<file path="config.mk">
export PLATFORM = sky130hd
export DESIGN_NAME = dcache_uncached_bridge
export DESIGN_NICKNAME = d
export VERILOG_FILES = /design/src/rtl/dcache_uncached_bridge.sv
export SDC_FILE = /design/constraint.sdc
export NUM_CORES = 1
export LEC_CHECK = 0
export CAP_MARGIN = 15
export CELL_PAD_IN_SITES_DETAIL_PLACEMENT = 0
export CELL_PAD_IN_SITES_GLOBAL_PLACEMENT = 2
export CORE_MARGIN = 2
export CORE_UTILIZATION = 22
export CTS_BUF_LIST = sky130_fd_sc_hd__clkbuf_4 sky130_fd_sc_hd__clkbuf_8 sky130_fd_sc_hd__clkbuf_16
export CTS_CLUSTER_SIZE = 30
export DETAILED_ROUTE_END_ITERATION = 10
export HOLD_SLACK_MARGIN = 0.12
export PLACE_DENSITY_LB_ADDON = 0.1
export RECOVER_POWER = 25
export SYNTH_ARGS = -nofsm -noshare
export SYNTH_HDL_FRONTEND = slang
export SYNTH_SLANG_ARGS = --single-unit
</file>
<file path="constraint.sdc">
create_clock -name clk -period 2.2 [get_ports clk]
set_clock_uncertainty 0.1 [all_clocks]
set_input_delay 0.33 -clock clk [delete_from_list [all_inputs] [get_ports clk]]
set_output_delay 0.33 -clock clk [all_outputs]
set_load 0.02 [all_outputs]
</file>
<file path="src/rtl/dcache_uncached_bridge.sv">
// Uncached responder for the pipeline data-cache request port: one SRAM-like bus access per request.
// Optional DCACHE_BRIDGE_TIMEOUT_EN adds a REQ/WAIT watchdog that forces a 32'hDEADBEEF response.
module dcache_uncached_bridge #(
  parameter int unsigned TIMEOUT_CYCLES = 255
) (
  input  logic        clk,
  input  logic        rst,
  input  logic [11:0] dcache_idx,
  input  logic [4:0]  dcache_op,
  input  logic [1:0]  dcache_byte_type,
  input  logic        dcache_is_cached,
  input  logic [31:0] dcache_pa,
  input  logic [31:0] wr_dcache_data,
  input  logic        stall_dcache,
  output logic        dcache_busy,
  output logic        dcache_data_valid,
  output logic [31:0] rd_dcache_data,
  output logic        bus_req,
  output logic        bus_wr,
  output logic [1:0]  bus_size,
  output logic [31:0] bus_addr,
  output logic [3:0]  bus_wstrb,
  output logic [31:0] bus_wdata,
  input  logic        bus_addr_ok,
  input  logic        bus_data_ok,
  input  logic [31:0] bus_rdata,
  output logic        timeout_err
);

  typedef enum logic [1:0] {S_IDLE, S_REQ, S_WAIT, S_RESP} state_t;

  state_t      state, state_nxt;
  logic        capture;
  logic        data_done;
  logic        timeout_hit;
  logic        cap_store;
  logic [1:0]  cap_size;
  logic [31:0] cap_addr;
  logic [3:0]  cap_strb;
  logic [31:0] cap_wdata;
  logic [31:0] rd_shifted;
  logic [31:0] load_data;

  logic        bus_wr_q;
  logic [1:0]  bus_size_q;
  logic [31:0] bus_addr_q;
  logic [3:0]  bus_wstrb_q;
  logic [31:0] bus_wdata_q;
  logic [31:0] rd_data_q;
  logic        timeout_q;

  // Index and cacheability hint are meaningless to an always-uncached bridge.
  logic unused_inputs;
  assign unused_inputs = ^{dcache_idx, dcache_is_cached};

  assign capture   = (state == S_IDLE) && ((dcache_op == 5'd1) || (dcache_op == 5'd2));
  assign data_done = (state == S_WAIT) && bus_data_ok;

  // Request decode: align the address down to the access size and build lanes/strobes.
  always_comb begin
    cap_store = (dcache_op == 5'd2);
    cap_size  = (dcache_byte_type == 2'd3) ? 2'd2 : dcache_byte_type;
    cap_addr  = dcache_pa;
    cap_strb  = 4'hF;
    cap_wdata = wr_dcache_data;
    case (cap_size)
      2'd0: begin
        cap_addr  = dcache_pa;
        cap_strb  = 4'b0001 << dcache_pa[1:0];
        cap_wdata = {4{wr_dcache_data[7:0]}};
      end
      2'd1: begin
        cap_addr  = {dcache_pa[31:1], 1'b0};
        cap_strb  = 4'b0011 << {dcache_pa[1], 1'b0};
        cap_wdata = {2{wr_dcache_data[15:0]}};
      end
      default: begin
        cap_addr  = {dcache_pa[31:2], 2'b00};
        cap_strb  = 4'hF;
        cap_wdata = wr_dcache_data;
      end
    endcase
    if (!cap_store) begin
      cap_strb = '0;
    end
  end

  // Return path: move the addressed bytes down to [7:0] and zero the unused upper bits.
  always_comb begin
    rd_shifted = bus_rdata >> {bus_addr_q[1:0], 3'b000};
    case (bus_size_q)
      2'd0:    load_data = {24'd0, rd_shifted[7:0]};
      2'd1:    load_data = {16'd0, rd_shifted[15:0]};
      default: load_data = rd_shifted;
    endcase
  end

`ifdef DCACHE_BRIDGE_TIMEOUT_EN
  localparam int unsigned CW = $clog2(TIMEOUT_CYCLES + 1);
  logic [CW-1:0] tmo_cnt;

  // Fires on the cycle whose edge would bring the count to TIMEOUT_CYCLES; a same-cycle data_ok wins.
  assign timeout_hit = ((state == S_REQ) || (state == S_WAIT)) && !data_done &&
                       (tmo_cnt == CW'(TIMEOUT_CYCLES - 1));

  always_ff @(posedge clk) begin
    if (rst) begin
      tmo_cnt   <= '0;
      timeout_q <= 1'b0;
    end else begin
      timeout_q <= timeout_hit;
      if (capture) begin
        tmo_cnt <= '0;
      end else if ((state == S_REQ) || (state == S_WAIT)) begin
        tmo_cnt <= tmo_cnt + 1'b1;
      end
    end
  end
`else
  logic unused_timeout_param;
  assign unused_timeout_param = (TIMEOUT_CYCLES != 0);
  assign timeout_hit = 1'b0;
  assign timeout_q   = 1'b0;
`endif

  always_comb begin
    state_nxt = state;
    case (state)
      S_IDLE: if (capture) state_nxt = S_REQ;
      S_REQ: begin
        if (timeout_hit)      state_nxt = S_RESP;
        else if (bus_addr_ok) state_nxt = S_WAIT;
      end
      S_WAIT: if (data_done || timeout_hit) state_nxt = S_RESP;
      S_RESP: if (!stall_dcache) state_nxt = S_IDLE;
      default: state_nxt = S_IDLE;
    endcase
  end

  always_ff @(posedge clk) begin
    if (rst) begin
      state       <= S_IDLE;
      bus_wr_q    <= 1'b0;
      bus_size_q  <= '0;
      bus_addr_q  <= '0;
      bus_wstrb_q <= '0;
      bus_wdata_q <= '0;
      rd_data_q   <= '0;
    end else begin
      state <= state_nxt;
      if (capture) begin
        bus_wr_q    <= cap_store;
        bus_size_q  <= cap_size;
        bus_addr_q  <= cap_addr;
        bus_wstrb_q <= cap_strb;
        bus_wdata_q <= cap_wdata;
      end
      if (data_done) begin
        rd_data_q <= bus_wr_q ? '0 : load_data;
      end else if (timeout_hit) begin
        rd_data_q <= 32'hDEADBEEF;
      end
    end
  end

  assign dcache_busy       = (state != S_IDLE);
  assign dcache_data_valid = (state == S_RESP);
  assign rd_dcache_data    = rd_data_q;
  assign bus_req           = (state == S_REQ);
  assign bus_wr            = bus_wr_q;
  assign bus_size          = bus_size_q;
  assign bus_addr          = bus_addr_q;
  assign bus_wstrb         = bus_wstrb_q;
  assign bus_wdata         = bus_wdata_q;
  assign timeout_err       = timeout_q;

endmodule

</file>
==> reports/results.md <==
Timing
- 0 — pins over their slew limit
- 2.04 ns — final critical path time including I/O delays and setup
- 0 — final hold violation count
- 489 MHz — timing-limited maximum frequency
- 0 ns — final-layout setup total negative slack
- 50.8% — worst slew slack as a fraction of its limit
- 0 — final setup vio count
- 92.9% — share of the clock period used by the worst path after layout
- 0.738 ns — transition time of the tightest slew-check pin
- false — unrepaired setup endpoints after global routing

Global routing
- 14.9% — All-Layer GR Usage
- 4558 — via count of the first global-routing pass
- 25500 um — first-pass GRT wire length
- 0 — antenna violations before repair
- 0 — overall overflow remaining after global route
- 51 — largest net degree at the start of global routing

Drt
- 4557 — total via count in the routed design
- 162 — violation count after the first detailed-routing iteration
- 0 — DRC violation count after routing
- 4.49 — via density per instance
- 16600 um — sum of routed wire length over all layers
- 16.4 um — Routed WL per cell
- 0 — Routed Antenna Nets
- 4 — TritonRoute pass-1 iters

Floorplanning
- 228 — # IOs
- 148 um — chip width
- 22.4% — Initial Utilization
- 148 um — die boundary height
- 0.0203 mm^2 — placeable core region
- 52 — number of core rows
- 0.0219 mm^2 — area enclosed by the die boundary

Placed design
- 213 — Port Buffers
- 999 — total placed cells including tap cells
- 12100 um — half-perimeter wire length after detailed placement
- 0.764 — final weighted congestion of routability-driven global placement
- 0.00700 mm^2 — total placed instance area

Critical path
- 4 — biggest fanout along the worst timing path
- inv_1, ha_1, clkdlybuf4s50_1 — cell breakdown of the critical path
- sky130_fd_sc_hd__clkdlybuf4s50_1 — cell with the largest stage delay on the worst path
- 0.27 ns — register-to-register path setup slack
- reg2out — worst setup path category
- 1.61 ns — Data arrival, critical path
- register — startpoint class of the critical path
- 6 — cell count of the worst reg-to-reg path
- 0.62 ns — biggest cell delay along the critical path
- output pin — Worst Setup End Kind
- state[0] — startpoint of the worst register-to-register path
- 1.77 ns — required time reported for the critical path endpoint
- rd_dcache_data[29] — worst reg2reg endpoint

Clock tree
- 2 — Max clock buf depth
- 0.35 ns — clk_lat worst skew
- 3 — CTS H-tree depth
- 0 — Post-CTS Repair Setup Buffers
- 1 — quantity of gates resized following cts
- 0.07 ns — clock slew seen by the registers of the worst setup and hold paths
- 105 — total number of clock tree sinks
- yes — CTS tree
- 0 — Hold Buf Count CTS
- 9 — total CTS buffers
- sky130_fd_sc_hd__clkbuf_16 — clock root buffer master

Synth
- 8.40 um^2 — Mapped Avg Cell Area
- 668 — net count after synthesis
- sky130_fd_sc_hd__dfxtp_1 — dominant register cell in the synthesized netlist
- 38 — Netlist cell types
- 0 — Yosys Warn Count
- sky130_fd_sc_hd__dfxtp_1 — area leader, netlist
- 105 — #FFs+latches synth
- 46.2% — Synth top area share
- sky130_fd_sc_hd__dfxtp_1, sky130_fd_sc_hd__nand2_1, sky130_fd_sc_hd__mux2i_1, sky130_fd_sc_hd__a21oi_1, sky130_fd_sc_hd__nor2_1 — dominant cells by area after synthesis
- 46.2% — sequential-to-total area share from yosys stat
- 542 — Cells after Synth
- 0 — number of enable flip-flop cells after synthesis
- 0.00455 mm^2 — cell area after synthesis
- 0% — share of async-settable or async-resettable flops after synthesis

Power
- 0.350 mV — Worst IR Drop VDD
- 2.59 nW — leakage component of the power
- 626 mW/mm^2 — PwrDens

Layout
- 0 — antenna cell count
- 1015 — final std cells w/o fill
- 35.8% — Final Util
- 0.00727 mm^2 — final design instance area without fill
- 5.77% — share of layout cells above drive strength 1
- 59.7% — relative area change from synthesis to final layout
- 866 — nets

Worst hold path
- rd_dcache_data[9] — end point of the most critical hold path
- in2reg — Hold Path Class
- rst — worst hold path startpoint
- 2 — hold path depth

Run status
- complete, no violations — run status

Flow run
- 0 — reported max-cap violation count

[metal layers]
metal	part of all wire [%]	wire [um]	track usage [%]
met2	49	8160	26.1
met1	42	6910	17.3
met5	0	0	0
met3	7.6	1260	5.22
met4	1.6	272	4.48
[where the power goes]
part / leakage [nW] / internal (mW) / switching [mW]
registers: 0.848 / 1.97 / 0.0389
clock network: 0.146 / 0.884 / 0.765
logic: 1.60 / 0.433 / 0.461
total: 2.59 / 3.28 / 1.26
[sequential cells by signal, indices dropped and copies added, names as in the netlist]
signal / count
bus_wstrb: 4
bus_wdata: 32
bus_wr: 1
state: 2
bus_addr: 32
rd_dcache_data: 32
bus_size: 2
[final cells by class]
type	instances	area (um^2)
fillers	2136	13000
repair buffers	233	2300
inverters	6	22.5
clock buffers	9	225
multi-input cells	385	2210
well taps	270	338
clock inverters	7	70.1
flip-flops and latches	105	2100
[critical path, delay by kind of cell, from the launching register on]
| kind | cells | cell delay [ns] |
|---|---|---|
| buffers and inverters | 2 | 0.74 |
| DFF | 1 | 0.33 |
| adders and majority gates | 1 | 0.19 |
[Yosys cell counts, types with 2 or more instances]
cell type and count:
sky130_fd_sc_hd__nand3_1 2, sky130_fd_sc_hd__dfxtp_1 105, sky130_fd_sc_hd__inv_1 6, sky130_fd_sc_hd__nand2_1 123
sky130_fd_sc_hd__a21oi_1 52, sky130_fd_sc_hd__a211oi_1 5, sky130_fd_sc_hd__or3_1 2, sky130_fd_sc_hd__o21ai_0 18
sky130_fd_sc_hd__mux2i_1 32, sky130_fd_sc_hd__nand2b_1 3, sky130_fd_sc_hd__a22oi_1 16, sky130_fd_sc_hd__buf_2 11
sky130_fd_sc_hd__nor2b_1 9, sky130_fd_sc_hd__o2bb2ai_1 8, sky130_fd_sc_hd__a211o_1 8, sky130_fd_sc_hd__buf_1 2
sky130_fd_sc_hd__buf_4 7, sky130_fd_sc_hd__nor2_1 57, sky130_fd_sc_hd__a211oi_2 3, sky130_fd_sc_hd__a32oi_1 12
sky130_fd_sc_hd__clkbuf_1 25, sky130_fd_sc_hd__a2bb2oi_1 8, sky130_fd_sc_hd__a311oi_1 8, sky130_fd_sc_hd__o41ai_1 2
sky130_fd_sc_hd__ha_1 5
[worst max-delay path by stage]
stage	from	to	depth (start not counted)
2_1_floorplan	bus_addr[1]	rd_dcache_data[7]	7
3_3_place_gp	dcache_byte_type[1]	bus_wdata[10]	4
3_5_place_dp	bus_data_ok	rd_dcache_data[19]	5
4_1_cts	state[1]	bus_req	3
5_1_grt	dcache_op[4]	bus_addr[7]	7
6_report	state[1]	bus_req	3
[kinds of logic (layout without fill, tap and decap cells)]
family | Yosys count | in the layout | synth area share (%)
other cells | 1 | 1 | 0.0823
mux | 32 | 32 | 7.03
xor+xnor | 1 | 1 | 0.192
buf+inv | 52 | 255 | 5.33
flops | 105 | 105 | 46.2
fa+ha+maj | 5 | 5 | 1.37
compound gates | 142 | 142 | 21.2
simple gates | 204 | 204 | 18.7
[through the flow]
| step | hold slack (ns) | setup slack (ns) | total power, mW |
|---|---|---|---|
| floorplan | 0.366 | 0.449 | 2.48 |
| detailed placement | 0.350 | 0.112 | 2.97 |
| global placement | 0.343 | 0.160 | 2.96 |
| CTS | 0.249 | 0.131 | 4.67 |
| global route | 0.272 | 0.0692 | 4.81 |
| finish | 0.263 | 0.156 | 4.55 |
[cells in the final DEF, fill, tap and decap left out, types with 5 or more instances in the layout]
cell type	Yosys	routed
sky130_fd_sc_hd__a211o_1	8	8
sky130_fd_sc_hd__a211oi_1	5	5
sky130_fd_sc_hd__a21oi_1	52	52
sky130_fd_sc_hd__a22oi_1	16	16
sky130_fd_sc_hd__a2bb2oi_1	8	8
sky130_fd_sc_hd__a311oi_1	8	8
sky130_fd_sc_hd__a32oi_1	12	12
sky130_fd_sc_hd__buf_4	7	14
sky130_fd_sc_hd__clkbuf_16	0	9
sky130_fd_sc_hd__clkdlybuf4s50_1	0	188
sky130_fd_sc_hd__dfxtp_1	105	105
sky130_fd_sc_hd__dlygate4sd3_1	0	23
sky130_fd_sc_hd__ha_1	5	5
sky130_fd_sc_hd__inv_1	6	6
sky130_fd_sc_hd__mux2i_1	32	32
sky130_fd_sc_hd__nand2_1	123	123
sky130_fd_sc_hd__nor2_1	57	57
sky130_fd_sc_hd__nor2b_1	9	9
sky130_fd_sc_hd__o21ai_0	18	18
sky130_fd_sc_hd__o2bb2ai_1	8	8
No activity file was read; power rests on OpenSTA's default activity.
